### src/rtl/rr_mux_sel_arbiter.sv
// Round-robin arbiter producing a registered 4:1 mux select plus one-hot grant.
// Define RR_MUX_SEL_ARBITER_ASSERT_EN to compile the in-module SVA checks.
module rr_mux_sel_arbiter #(
    parameter int MAX_HOLD = 8,
    parameter int CNT_W    = $clog2(MAX_HOLD)
) (
    input  logic       clk,
    input  logic       rst_n,
    input  logic [3:0] req,
    input  logic       done,
    output logic [1:0] sel,
    output logic [3:0] gnt,
    output logic       gnt_vld,
    output logic       timeout
);

    typedef enum logic {IDLE, GRANT} state_t;

    localparam logic [CNT_W-1:0] HOLD_LAST = CNT_W'(MAX_HOLD - 1);

    state_t           state;
    logic [CNT_W-1:0] hold_cnt;
    logic [1:0]       ptr;

    logic [1:0] arb_start;
    logic       win_found;
    logic [1:0] win_idx;
    logic       release_c;
    logic       expire_c;

    always_comb begin
        // NOTE: every output of this block gets a default first, so no latch is inferred.
        arb_start = (state == GRANT) ? sel + 2'd1 : ptr;
        win_found = 1'b0;
        win_idx   = 2'd0;
        // Walk from the farthest offset down so the nearest requester to arb_start wins.
        for (int i = 3; i >= 0; i--) begin
            if (req[arb_start + 2'(i)]) begin
                win_found = 1'b1;
                win_idx   = arb_start + 2'(i);
            end
        end
        expire_c  = (hold_cnt == HOLD_LAST) && !done && req[sel];
        release_c = (state == GRANT) && (done || !req[sel] || (hold_cnt == HOLD_LAST));
    end

    // NOTE: sequential state uses non-blocking assignments only, so every register samples pre-edge values.
    always_ff @(posedge clk or negedge rst_n) begin
        if (!rst_n) begin
            state    <= IDLE;
            sel      <= 2'd0;
            gnt      <= 4'b0000;
            gnt_vld  <= 1'b0;
            timeout  <= 1'b0;
            hold_cnt <= '0;
            ptr      <= 2'd0;
        end else begin
            case (state)
                IDLE: begin
                    timeout <= 1'b0;
                    if (win_found) begin
                        state    <= GRANT;
                        sel      <= win_idx;
                        gnt      <= 4'b0001 << win_idx;
                        gnt_vld  <= 1'b1;
                        hold_cnt <= '0;
                    end
                end
                GRANT: begin
                    timeout <= release_c && expire_c;
                    if (release_c) begin
                        ptr <= sel + 2'd1;
                        if (win_found) begin
                            sel      <= win_idx;
                            gnt      <= 4'b0001 << win_idx;
                            gnt_vld  <= 1'b1;
                            hold_cnt <= '0;
                        end else begin
                            // sel deliberately keeps the last owner across idle periods.
                            state   <= IDLE;
                            gnt     <= 4'b0000;
                            gnt_vld <= 1'b0;
                        end
                    end else begin
                        hold_cnt <= hold_cnt + CNT_W'(1);
                    end
                end
                default: state <= IDLE;
            endcase
        end
    end

`ifdef RR_MUX_SEL_ARBITER_ASSERT_EN
    localparam int WAIT_LIMIT = 4 * MAX_HOLD;

    // Per-requester count of consecutive cycles spent requesting without a grant.
    logic [10:0] wait_cnt [4];

    always_ff @(posedge clk or negedge rst_n) begin
        if (!rst_n) begin
            for (int i = 0; i < 4; i++) wait_cnt[i] <= '0;
        end else begin
            for (int i = 0; i < 4; i++)
                wait_cnt[i] <= (req[i] && !gnt[i]) ? wait_cnt[i] + 11'd1 : 11'd0;
        end
    end

    a_gnt_onehot0: assert property (@(posedge clk) disable iff (!rst_n) $onehot0(gnt))
        else $error("a_gnt_onehot0 failed at %0t", $time);
    a_vld_matches: assert property (@(posedge clk) disable iff (!rst_n) gnt_vld == |gnt)
        else $error("a_vld_matches failed at %0t", $time);
    a_gnt_sel: assert property (@(posedge clk) disable iff (!rst_n) gnt_vld |-> (gnt == (4'b0001 << sel)))
        else $error("a_gnt_sel failed at %0t", $time);
    a_hold_max: assert property (@(posedge clk) disable iff (!rst_n) hold_cnt <= HOLD_LAST)
        else $error("a_hold_max failed at %0t", $time);
    a_no_starve: assert property (@(posedge clk) disable iff (!rst_n)
            (32'(wait_cnt[0]) <= WAIT_LIMIT) && (32'(wait_cnt[1]) <= WAIT_LIMIT) &&
            (32'(wait_cnt[2]) <= WAIT_LIMIT) && (32'(wait_cnt[3]) <= WAIT_LIMIT))
        else $error("a_no_starve failed at %0t", $time);
    a_timeout_past: assert property (@(posedge clk) disable iff (!rst_n) timeout |-> $past(gnt_vld))
        else $error("a_timeout_past failed at %0t", $time);
`endif

endmodule

### config.mk
export PLATFORM = sky130hd
export DESIGN_NAME = rr_mux_sel_arbiter
export DESIGN_NICKNAME = d
export VERILOG_FILES = /design/src/rtl/rr_mux_sel_arbiter.sv
export SDC_FILE = /design/constraint.sdc
export NUM_CORES = 1
export LEC_CHECK = 0
export CORE_MARGIN = 2
export CORE_UTILIZATION = 36
export CTS_CLUSTER_SIZE = 30
export DETAILED_ROUTE_END_ITERATION = 10
export PLACE_DENSITY = 0.58
export SYNTH_ARGS = -nofsm -noshare
export SYNTH_HDL_FRONTEND = slang
export SYNTH_SLANG_ARGS = --single-unit
### constraint.sdc
create_clock -name clk -period 2.5 [get_ports clk]
set_input_delay 0.75 -clock clk [delete_from_list [all_inputs] [get_ports clk]]
set_output_delay 0.75 -clock clk [all_outputs]
set_load 0.02 [all_outputs]
# ---- Word level (Yosys, flattened, before mapping)
# Index checks and enable logic that the tools add are counted.
dict set report word_totals {
  rom_bits 0
  n_memories 0
  ram_bits 0
  latchBits 0
  in_bits 7
  ff_bits 14
  wordCells 68
  output_inout_bits 8
}
dict set report classes {
  add_sub_neg 5
  shifts 1
  n_mux 36
  n_div 0
  n_bitwise 1
  n_eq_ne 3
  order_cmp 5
  multipliers 0
  n_reduce_logical 10
}
# operator count
set op_table {}
lappend op_table {{$lt 2x3->1 const B} 5}
lappend op_table {{$mux 2} 7}
lappend op_table {{$mux 1} 13}
lappend op_table {{$mux 4} 3}
lappend op_table {{$bmux 1 s2} 5}
lappend op_table {{$pmux 4 s2} 1}
lappend op_table {{$mux 3} 2}
lappend op_table {{$pmux 1 s2} 3}
lappend op_table {{$pmux 3 s2} 1}
lappend op_table {{$add 2x1->2 const B} 2}
lappend op_table {{$add 2x2->2 const B} 2}
lappend op_table {{$logic_and 1x1->1} 4}
lappend op_table {{$pmux 2 s2} 1}
lappend op_table {{$reduce_and 2->1} 2}
lappend op_table {{$shl 1x2->4 const A} 1}
lappend op_table {{$add 3x1->3 const B} 1}
lappend op_table {{$eq 3x3->1 const B} 1}
lappend op_table {{$logic_not 1->1} 2}
lappend op_table {{$logic_or 1x1->1} 2}
lappend op_table {{$ne 2x1->1 const B} 1}
lappend op_table {{$ne 2x2->1 const B} 1}
lappend op_table {{$not 1->1} 1}

# ---- Depth between registers and ports, before layout
dict set report logic_depth {
  word_depth 13
  ltp_mapped 7
  ltp_nobuf 7
}

# ---- Worst setup path after synthesis
# Ideal clock, no wire load.
dict set report synth_timing {
  path_kind {in2reg}
  start {input req[1]}
  end {register sel[0]}
  setup_slack_ns 0.485
  path_buffers 0
  cell_stages 4
  t_arrival_ns 1.890
  t_required_ns 2.375
  setup_time_ns 0.125
  path_cell_list {mux4_1 > and3_4 > nor2_4 > mux2_2}
}
dict set report synth_between {
  elab_chain_len 9
  word_cells_on_any_way 26
  cone_classes {1 x eq/ne; 21 x mux; 4 x reduce/logical}
}
# element line
set synth_lines {}
lappend synth_lines {{start: declaration} 9} ;# input logic [3:0] req,
lappend synth_lines {{$bmux 1 s2} 38} ;# if (req[arb_start + 2'(i)]) begin
lappend synth_lines {{$mux 1 (implied by the code)} 38}
lappend synth_lines {{$mux 2 / $mux 1 (equally long branches) (4 in a row)} 38}
lappend synth_lines {{$mux 2} {61, 73}}
lappend synth_lines {{$mux 2} 71} ;# if (release_c) begin
lappend synth_lines {{$pmux 2 s2} 58} ;# case (state)
lappend synth_lines {{end signal: assignment} 63} ;# sel <= win_idx;
lappend synth_lines {{end signal: assignment} 74} ;# sel <= win_idx;
lappend synth_lines {{end: declaration} 11} ;# output logic [1:0] sel,
# Parallel ways exist; a longest one is shown, timed or not. The select of a mux whose other input is x is not followed.
# A chain may end at the register's enable or synchronous reset.

# ---- Worst setup path after layout
dict set report layout_timing {
  start {input req[3]}
  end {register gnt[2]}
}
dict set report layout_between {
  elab_chain_len 10
  word_cells_on_any_way 30
  cone_classes {2 x eq/ne; 1 x shift; 22 x mux; 5 x reduce/logical}
}
# element line
set layout_lines {}
lappend layout_lines {{$bmux 1 s2} 38}
lappend layout_lines {{$mux 1 (implied by the code)} 38}
lappend layout_lines {{$mux 2 (4 in a row)} 38}
lappend layout_lines {{$shl 1x2->4} {64, 75}}
lappend layout_lines {{$mux 4} 73} ;# if (win_found) begin
lappend layout_lines {{$mux 4} 71}
lappend layout_lines {{$pmux 4 s2} 58}
lappend layout_lines {{end signal: assignment} 64} ;# gnt <= 4'b0001 << win_idx;
lappend layout_lines {{end signal: assignment} 75} ;# gnt <= 4'b0001 << win_idx;
lappend layout_lines {{end: declaration} 12} ;# output logic [3:0] gnt,
# Parallel ways exist; a longest one is shown, timed or not. The select of a mux whose other input is x is not followed.

==> results.yml <==
worst_setup_path:
  endpoint_kind: "register"
  worstSetupPathType: "input port to register"
  critPathMaxFanout: 4
  start_kind: "input port"
  critical_path_arrival_ns: 2.44
  cp.required_ns: 2.70
finish:
  final_cells: 129
  regArea_um2: 350
  insertedDiodeCount: 0
  finalNetCount: 112
  multi_input_area_um2: 404
  area_delta_synth_final_pct: 36.4
  drive_gt1_share_pct: 19.6
  n_fill_cell: 184
route:
  drt-initial-drc-count: 11
  totalWireLength_um: 1620
  vias_per_cell: 5.03
  ant_nets: 0
  drc: 0
  vias: 649
  drt_pass1_iterations: 4
  wl_per_cell_um: 12.6
floorplanning:
  die_w_um: 50.3
  fp-row-count: 16
  io_pins: 15
  die_y_um: 50.3
  core-area_um2: 1980
  die_area_um2: 2530
  initial_core_util_pct: 38.9
pwr:
  ir_worst_vdd_mv: 0.477
  p_sw_mw: 0.394
  power_frac_clock_pct: 15.6
  power_density_nw_per_um2: 993
  combPwrFrac_pct: 48.4
  intPower_mw: 0.649
  switching_share_pct: 37.8
  leakagePower_nw: 0.469
  seqPwrFrac_pct: 36.0
clock_network:
  clk_pin_slew_ns: 0.08
  post_cts_resized: 0
  hold_buffers: 0
  insertion_delay_ns: 0.28
  cts_root_buf: "clkbuf_4"
  cts_inserted_buffers: 3
  clockBufferDepth: 2
  cts_tree: "done"
  cts_htree_levels: 1
  postCtsSetupRepairBufs: 0
  clkSinkCount: 14
status:
  status: "finished, final reports clean"
timing:
  rsz0062_at_grt: "false"
  maxSlewViolCount: 0
  setup_viol: 0
  fin_crit_sh_pct: 89.5
  slew_headroom_pct: 58.7
  fmax_ghz: 0.447
  fin_worst_skew_ns: 0.00268
  worst_pin_slew_ns: 0.617
  hold_viol_final: 0
  tns_ns: 0
  min_period_ns: 2.24
synth:
  syn_area_um2: 771
  synthDistinctLibCells: 30
  synth_cells: 75
  ys_seq_elements: 14
  synth_warnings: 0
  ys_seq_area_share_pct: 45.5
  synth_nets: 84
  post_synth.cell_area_avg_um2: 10.3
placement:
  port_buffers: 14
  place_inst: 125
  gp_congestion: 0.793
  dp_hpwl_um: 1240
grt:
  grt_overflow: 0
  grt_usage_pct: 14.6
  antenna_found_initial: 0
  grt_max_degree: 15
  grt_pass1_wl_um: 2740
  grt_pass1_vias: 617
run:
  cap_viol_max_count: 0
min_path:
  hp-class: "register to register"
[power by group through the flow]
stage | clock network [mW] | registers (mW) | logic, mW
2_1_floorplan | 0 | 0.415 | 0.257
3_3_place_gp | 0 | 0.382 | 0.511
6_report | 0.163 | 0.375 | 0.505
5_1_grt | 0.179 | 0.390 | 0.558
4_1_cts | 0.170 | 0.376 | 0.510
3_5_place_dp | 0 | 0.379 | 0.508
[layout make-up]
type | instances | area share [%]
Tap cell | 27 | 3.21
Clock buffer | 4 | 3.45
Multi-Input combinational cell | 57 | 38.5
Inverter | 3 | 1.07
Sequential cell | 14 | 33.3
Timing Repair Buffer | 24 | 20.5
[final timing paths]
kind,slack (ns),cells past startpoint,endpoint,startpoint
min in group asynchronous,0.85,1,sel[0]$_DFFE_PN0P_,rst_n
worst max-delay path,0.26,7,gnt[2]$_DFFE_PN0P_,req[3]
max in group asynchronous,1.26,1,hold_cnt[1]$_DFF_PN0_,rst_n
worst min-delay path,0.48,2,gnt_vld$_DFFE_PN0P_,gnt_vld$_DFFE_PN0P_
worst max register to register,0.57,6,gnt[2]$_DFFE_PN0P_,sel[0]$_DFFE_PN0P_
worst min register to register,0.48,2,gnt_vld$_DFFE_PN0P_,gnt_vld$_DFFE_PN0P_
[sequential cells by signal (all words and copies together), names as in the netlist]
name      flops
gnt           4
sel           2
gnt_vld       1
hold_cnt      3
ptr           2
timeout       1
state         1
[through the flow]
step / cell area (µm²) / util (%) / hold slack (ns) / power (mW) / setup slack [ns]
2_1_floorplan: 771 / - / 0.454 / 0.672 / 0.485
3_3_place_gp: 1010 / 51.2 / 0.462 / 0.892 / -0.0271
3_5_place_dp: 1010 / 51.2 / 0.465 / 0.887 / -0.0324
4_1_cts: 1050 / 53.0 / 0.486 / 1.06 / 0.264
5_1_grt: 1050 / 53.0 / 0.503 / 1.13 / 0.179
6_report: 1050 / 53.0 / 0.480 / 1.04 / 0.262
[cells in the mapped netlist, drive strengths merged]
cell type,n,area share (%)
dfrtp,14,45
o21ai,12,7.8
nand2,8,3.9
nor2,5,3.4
a22o,4,4.5
a21oi,3,1.9
inv,3,1.5
and3,2,2.3
ha,2,3.2
mux2,2,2.9
nand2b,2,1.6
nand3,2,1.3
nor3,2,1.9
or3,2,1.6
a21o,1,0.97
a311oi,1,1.1
a32o,1,1.3
a32oi,1,1.1
and2,1,0.81
and3b,1,1.1
buf,1,0.65
mux2i,1,1.3
mux4,1,3.4
nor2b,1,0.81
nor4,1,2.8
xor2,1,1.1
[kinds of logic after synthesis]
| family | Yosys count | synth area share [%] |
|---|---|---|
| and+or+nand+nor | 27 | 21.6 |
| buffers and inverters | 4 | 2.11 |
| DFF | 14 | 45.5 |
| muxes | 4 | 7.63 |
| adders and majority gates | 2 | 3.25 |
| AOI/OAI and AO/OA | 23 | 18.8 |
| xor gates and xnor gates | 1 | 1.14 |
[critical path, stage by stage]
cell and delay, ns:
clkdlybuf4s50_1 0.46, mux4_1 0.55, and3_4 0.21, nor2_4 0.10, buf_4 0.12, nand3_1 0.08, o21ai_0 0.16
[cells in the final DEF, fill, tap and decap left out, drive strengths merged, types with 2 or more instances in the layout]
cell            n
dfrtp          14
a21oi           3
o21ai          12
inv             3
a22o            4
nand2           8
or3             2
clkbuf          4
and3            2
nand3           2
ha              2
nor3            2
nand2b          2
nor2            5
mux2            2
clkdlybuf4s50  14
buf            10
[layer usage]
layer / track usage (%) / vias up / part of all wire (%)
met2: 20.4 / 11 / 43
li1: - / 331 / -
met3: 5.65 / 3 / 5.9
met4: 5.56 / 0 / 1.0
met5: 0 / - / 0
met1: 20.3 / 304 / 50
Note: power is estimated with default switching activity, not from simulation.
